[src/rtl/pipe_ctrl_if.sv]
// Handshake bundle between the pipeline stages and pipe_ctrl: stall requests and
// branch redirect in, stall/flush/redirect controls and performance counters out.
interface pipe_ctrl_if;
    logic        stallreq_if;
    logic        stallreq_id;
    logic        stallreq_ex;
    logic        stallreq_mem;
    logic        branch_flag_i;
    logic [31:0] branch_target_i;
    logic [3:0]  stall_o;
    logic [1:0]  flush_o;
    logic        new_pc_valid_o;
    logic [31:0] new_pc_o;
    logic [31:0] stall_cnt_o;
    logic [31:0] flush_cnt_o;

    // Pipeline side: raises requests, consumes controls.
    modport master (
        output stallreq_if, stallreq_id, stallreq_ex, stallreq_mem,
        output branch_flag_i, branch_target_i,
        input  stall_o, flush_o, new_pc_valid_o, new_pc_o,
        input  stall_cnt_o, flush_cnt_o
    );

    // Controller side.
    modport slave (
        input  stallreq_if, stallreq_id, stallreq_ex, stallreq_mem,
        input  branch_flag_i, branch_target_i,
        output stall_o, flush_o, new_pc_valid_o, new_pc_o,
        output stall_cnt_o, flush_cnt_o
    );
endinterface

[src/rtl/pipe_ctrl.sv]
// Five-stage pipeline controller: merges stall requests, accepts EX redirects,
// flushes wrong-path stages, holds a pending target while the PC is stalled.
module pipe_ctrl (
    input  logic        clk,
    input  logic        rst,
    pipe_ctrl_if.slave  bus
);

    typedef enum logic {
        ST_RUN      = 1'b0,
        ST_REDIRECT = 1'b1
    } state_t;

    state_t      r_state;
    state_t      w_state_nxt;
    logic [31:0] r_pend_pc;
    logic [31:0] r_stall_cnt;
    logic [31:0] r_flush_cnt;

    logic        w_accept;
    logic [3:0]  w_stall_lvl;
    logic [3:0]  w_stall;
    logic [1:0]  w_flush;
    logic        w_npv;
    logic [31:0] w_npc;
    logic        w_load_pend;

    // A redirect from EX is only trusted when neither EX nor MEM is holding.
    assign w_accept = bus.branch_flag_i & ~bus.stallreq_ex & ~bus.stallreq_mem;

    always_comb begin
        w_stall_lvl = '0;
        if (bus.stallreq_mem) begin
            w_stall_lvl = 4'b1111;
        end else if (bus.stallreq_ex) begin
            w_stall_lvl = 4'b0111;
        end else if (bus.stallreq_id) begin
            w_stall_lvl = 4'b0011;
        end else if (bus.stallreq_if) begin
            w_stall_lvl = 4'b0001;
        end
    end

    always_ff @(posedge clk) begin
        if (rst) begin
            r_state <= ST_RUN;
        end else begin
            r_state <= w_state_nxt;
        end
    end

    always_comb begin
        w_state_nxt = r_state;
        if (w_stall[0] && (w_accept || r_state == ST_REDIRECT)) begin
            w_state_nxt = ST_REDIRECT;
        end else begin
            w_state_nxt = ST_RUN;
        end
    end

    // An accepted branch cancels an id-level stall: the hazarding instruction is wrong-path.
    always_comb begin
        w_stall = '0;
        w_flush = '0;
        w_npv   = 1'b0;
        w_npc   = '0;
        if (!rst) begin
            if (w_accept) begin
                w_stall = bus.stallreq_if ? 4'b0001 : 4'b0000;
            end else begin
                w_stall = w_stall_lvl;
            end
            case (r_state)
                ST_RUN: begin
                    w_flush = {w_accept, w_accept};
                    w_npv   = w_accept;
                    w_npc   = w_accept ? bus.branch_target_i : '0;
                end
                ST_REDIRECT: begin
                    w_flush = {w_accept, 1'b1};
                    w_npv   = 1'b1;
                    w_npc   = w_accept ? bus.branch_target_i : r_pend_pc;
                end
                default: begin
                    w_flush = '0;
                end
            endcase
        end
    end

    assign w_load_pend = w_accept & w_stall[0];

    always_ff @(posedge clk) begin
        if (rst) begin
            r_pend_pc   <= '0;
            r_stall_cnt <= '0;
            r_flush_cnt <= '0;
        end else begin
            if (w_load_pend) begin
                r_pend_pc <= bus.branch_target_i;
            end
            if (|w_stall) begin
                r_stall_cnt <= r_stall_cnt + 32'd1;
            end
            if (w_accept) begin
                r_flush_cnt <= r_flush_cnt + 32'd1;
            end
        end
    end

    assign bus.stall_o        = w_stall;
    assign bus.flush_o        = w_flush;
    assign bus.new_pc_valid_o = w_npv;
    assign bus.new_pc_o       = w_npc;
    assign bus.stall_cnt_o    = r_stall_cnt;
    assign bus.flush_cnt_o    = r_flush_cnt;

endmodule

[src/flat_wrapper.sv]
// flat-port wrapper written by rule: the top's interface ports become plain ports
module pipe_ctrl_flat 
  (clk, rst, bus_stallreq_if, bus_stallreq_id, bus_stallreq_ex, bus_stallreq_mem, bus_branch_flag_i, bus_branch_target_i, bus_stall_o, bus_flush_o, bus_new_pc_valid_o, bus_new_pc_o, bus_stall_cnt_o, bus_flush_cnt_o);
  pipe_ctrl_if bus_i ();
  input  logic clk;
  input  logic rst;
  input wire logic [$bits(bus_i.stallreq_if)-1:0] bus_stallreq_if;
  input wire logic [$bits(bus_i.stallreq_id)-1:0] bus_stallreq_id;
  input wire logic [$bits(bus_i.stallreq_ex)-1:0] bus_stallreq_ex;
  input wire logic [$bits(bus_i.stallreq_mem)-1:0] bus_stallreq_mem;
  input wire logic [$bits(bus_i.branch_flag_i)-1:0] bus_branch_flag_i;
  input wire logic [$bits(bus_i.branch_target_i)-1:0] bus_branch_target_i;
  output wire logic [$bits(bus_i.stall_o)-1:0] bus_stall_o;
  output wire logic [$bits(bus_i.flush_o)-1:0] bus_flush_o;
  output wire logic [$bits(bus_i.new_pc_valid_o)-1:0] bus_new_pc_valid_o;
  output wire logic [$bits(bus_i.new_pc_o)-1:0] bus_new_pc_o;
  output wire logic [$bits(bus_i.stall_cnt_o)-1:0] bus_stall_cnt_o;
  output wire logic [$bits(bus_i.flush_cnt_o)-1:0] bus_flush_cnt_o;
  assign bus_i.stallreq_if = bus_stallreq_if;
  assign bus_i.stallreq_id = bus_stallreq_id;
  assign bus_i.stallreq_ex = bus_stallreq_ex;
  assign bus_i.stallreq_mem = bus_stallreq_mem;
  assign bus_i.branch_flag_i = bus_branch_flag_i;
  assign bus_i.branch_target_i = bus_branch_target_i;
  assign bus_stall_o = bus_i.stall_o;
  assign bus_flush_o = bus_i.flush_o;
  assign bus_new_pc_valid_o = bus_i.new_pc_valid_o;
  assign bus_new_pc_o = bus_i.new_pc_o;
  assign bus_stall_cnt_o = bus_i.stall_cnt_o;
  assign bus_flush_cnt_o = bus_i.flush_cnt_o;
  pipe_ctrl u_core (.clk(clk), .rst(rst), .bus(bus_i));
endmodule
[config.mk]
export PLATFORM = sky130hd
export DESIGN_NAME = pipe_ctrl_flat
export DESIGN_NICKNAME = d
export VERILOG_FILES = /design/src/rtl/pipe_ctrl_if.sv /design/src/rtl/pipe_ctrl.sv /design/src/flat_wrapper.sv
export SDC_FILE = /design/constraint.sdc
export NUM_CORES = 1
export LEC_CHECK = 0
export CAP_MARGIN = 40
export CORE_ASPECT_RATIO = 0.9
export CORE_MARGIN = 3
export CORE_UTILIZATION = 47
export CTS_CLUSTER_SIZE = 25
export DETAILED_ROUTE_END_ITERATION = 10
export HOLD_SLACK_MARGIN = 0.03
export PLACE_DENSITY = 0.89
export SYNTH_ARGS = -nofsm -noshare
export SYNTH_HDL_FRONTEND = slang
export SYNTH_SLANG_ARGS = --single-unit
[constraint.sdc]
create_clock -name clk -period 3 [get_ports clk]
set_input_delay 0.6 -clock clk [delete_from_list [all_inputs] [get_ports clk]]
set_output_delay 0.6 -clock clk [all_outputs]
set_load 0.1 [all_outputs]
==> impl_metrics.ini <==
[status]
status = finished, final reports clean

[sta]
period_needed_ns = 2.86
hold_viol_final = 0
finalCritPeriodShare = 0.953
setup_viol = 0
holdWs_ns = 0.503
slew_viol_final = 0
grt_setup_unrepaired = false
relSlewSlack = 0.438
skew_ns = 0.0121
fin_ws_ns = 0.141
worst_pin_slew_ns = 0.830
clock.fmax_ghz = 0.350

[setup_path]
setup.worst_path.class = input pin to output pin
crit_arrival_ns = 2.26
path_max_fanout = 11
endpoint_kind = output pin
required_ns = 2.40
start_kind = input pin

[yosys]
syn_avg_cell_area_um2 = 8.88
synth_area_leader_cell = dfxtp_1
syn_area_mm2 = 0.00466
seq_area_frac_synth = 0.417
synthTopCellsByArea = dfxtp_1 (42%), mux2i_1 (7.3%), a22o_1 (6.0%), nor2_1 (4.8%), o31ai_1 (4.4%)
synth_cell_types = 41
synth-seq-cells = 97
synth_cells = 525
yosysWarnings = 0
yosysTopAreaCellShare = 0.417
syn_nets = 566

[floorplanning]
boundaryPins = 142
initial_utilization = 0.497
row_count = 33
core_mm2 = 0.00937
dieArea_mm2 = 0.0111
die_h_um = 100
fp.dieW_um = 111

[placement]
preCtsSetupSlack_ns = 0.125
port-buffer-count = 141
dp_hpwl_um = 9720
gp_congestion = 0.801

[route]
post_drt_via_cell_ratio = 5.98
antenna_left = 0
drcViolationCount = 0
first_iter_violations = 295
vias = 4663
drt-pass1-iter-count = 5
wl_um = 13600
wl_per_cell_um = 17.4

[grt]
first_global_vias = 4294
grt_pass1_wl_um = 21300
antenna_found_initial = 0
grt.overflow.total = 0
grt_max_degree = 43
grt_usage = 0.231

[clocking]
clkTransAtPathRegs_ns = 0.09
tritoncts = built
htree_num_levels = 3
cts-buffers-inserted = 9
clkLatencyLatePin_ns = 0.37
hold_buffers = 0
root_buffer = clkbuf_8
numClockSinks = 97
cts_buffer_depth = 2

[power]
p_total_uw = 2450
vdd_drop_max_uv = 305
p_leak_uw = 0.00267
p_per_area_mw_per_mm2 = 366

[layout]
fillers = 687
nNetsFinal = 695
drive_gt1_frac = 0.277
n_antenna_cell = 0
area_delta_synth_final_pct = 43.6

[min_path]
hold_path_class = flip-flop to flip-flop

[run]
drv_cap = 0
final timing paths:
check / start / to / slack [ns] / depth (start not counted)
worst min register to register: u_core.bus.flush_cnt_o[24]$_SDFFE_PP0P_ / u_core.bus.flush_cnt_o[24]$_SDFFE_PP0P_ / 0.50 / 2
worst min-delay path: u_core.bus.flush_cnt_o[24]$_SDFFE_PP0P_ / u_core.bus.flush_cnt_o[24]$_SDFFE_PP0P_ / 0.50 / 2
worst max register to register: u_core.bus.stall_cnt_o[9]$_SDFFE_PP0P_ / u_core.bus.stall_cnt_o[31]$_SDFFE_PP0P_ / 0.76 / 4
worst max-delay path: bus_stallreq_ex / bus_stall_o[0] / 0.14 / 6
cell usage in the layout, fill, tap and decap left out, types with 10 or more instances in the layout:
master           count
dfxtp_1             97
buf_4               80
nor2_1              58
buf_12              41
a21oi_1             38
clkdlybuf4s50_1     36
mux2i_1             34
a22o_2              29
o31ai_1             27
or4_1               26
nand3_1             18
nand2_1             17
nand4_1             16
or3_1               14
o21ai_0             13
inv_1               11
clkbuf_8            10
metrics by stage:
step / instance area [um2] / TNS [ns] / util / std cells
final: 6690 / 0 / 0.714 / 780
after global routing: 6690 / 0 / 0.714 / 780
after CTS: 6630 / 0 / 0.707 / 776
after detailed placement: 6460 / 0 / 0.689 / 761
after global placement: 6460 / 0 / 0.689 / 761
after floorplan: 4700 / -1.15 / - / 525
synth_stat cells, drive strengths merged:
| library cell | count |
|---|---|
| a21oi | 38 |
| a22o | 32 |
| and2 | 3 |
| and3 | 3 |
| and4 | 8 |
| and4b | 1 |
| and4bb | 1 |
| buf | 12 |
| clkbuf | 30 |
| clkinv | 1 |
| dfxtp | 97 |
| ha | 2 |
| inv | 11 |
| mux2 | 8 |
| mux2i | 34 |
| nand2 | 17 |
| nand3 | 18 |
| nand4 | 17 |
| nor2 | 59 |
| nor2b | 9 |
| nor3 | 5 |
| nor3b | 1 |
| nor4 | 9 |
| o21a | 2 |
| o21ai | 13 |
| o311ai | 7 |
| o31a | 2 |
| o31ai | 27 |
| o41ai | 4 |
| or2 | 2 |
| or3 | 14 |
| or4 | 28 |
| xnor2 | 6 |
| xor2 | 4 |
area by class of cell:
type                    instances  area (um2)  area share
clock inverters                 4        30.0     0.00449
inverters                      12        45.0     0.00673
well taps                     122         153      0.0228
multi-input cells             374        2550       0.381
repair buffers                160        1830       0.274
flip-flops and latches         97        1940       0.290
clock buffers                  11         141      0.0211
layer usage:
| metal | vias up | wire, um | track usage |
|---|---|---|---|
| met2 | 158 | 6960 | 0.406 |
| met1 | 2243 | 5440 | 0.272 |
| met4 | 0 | 379 | 0.0833 |
| met5 | - | 0 | 0 |
| met3 | 30 | 784 | 0.0666 |
| li1 | 2232 | - | - |
critical path: stages:
cell and delay [ns]:
clkdlybuf4s50_1 0.44, or2_1 0.24, buf_4 0.18, o31ai_1 0.44
inv_1 0.16, buf_12 0.20
repair_timing:
| item | 4_1_cts | 5_1_grt |
|---|---|---|
| setup endpoints to repair | 0 | 2 |
| buffers inserted | 0 | 2 |
| gates resized for setup | 0 | 2 |
sequential cells by signal, summed over array words and instances (netlist names):
name,flops
u_core.bus.flush_cnt_o,32
u_core.r_state,1
u_core.bus.stall_cnt_o,32
u_core.r_pend_pc,32
report_power, final:
group,switching (uW),internal [uW]
registers,11.9,1300
clock network,440,321
logic,236,142
total,688,1760
cells by family after synthesis:
kind of cell,count (synthesis),share of synthesized area
adder cells (fa/ha/maj),2,0.00537
AO/OA/AOI/OAI,125,0.186
flip-flops,97,0.417
multiplexers,42,0.0924
buffers and inverters,54,0.0486
XOR/XNOR,10,0.0188
AND/OR/NAND/NOR,195,0.232
(Power assumes the default switching activity.)
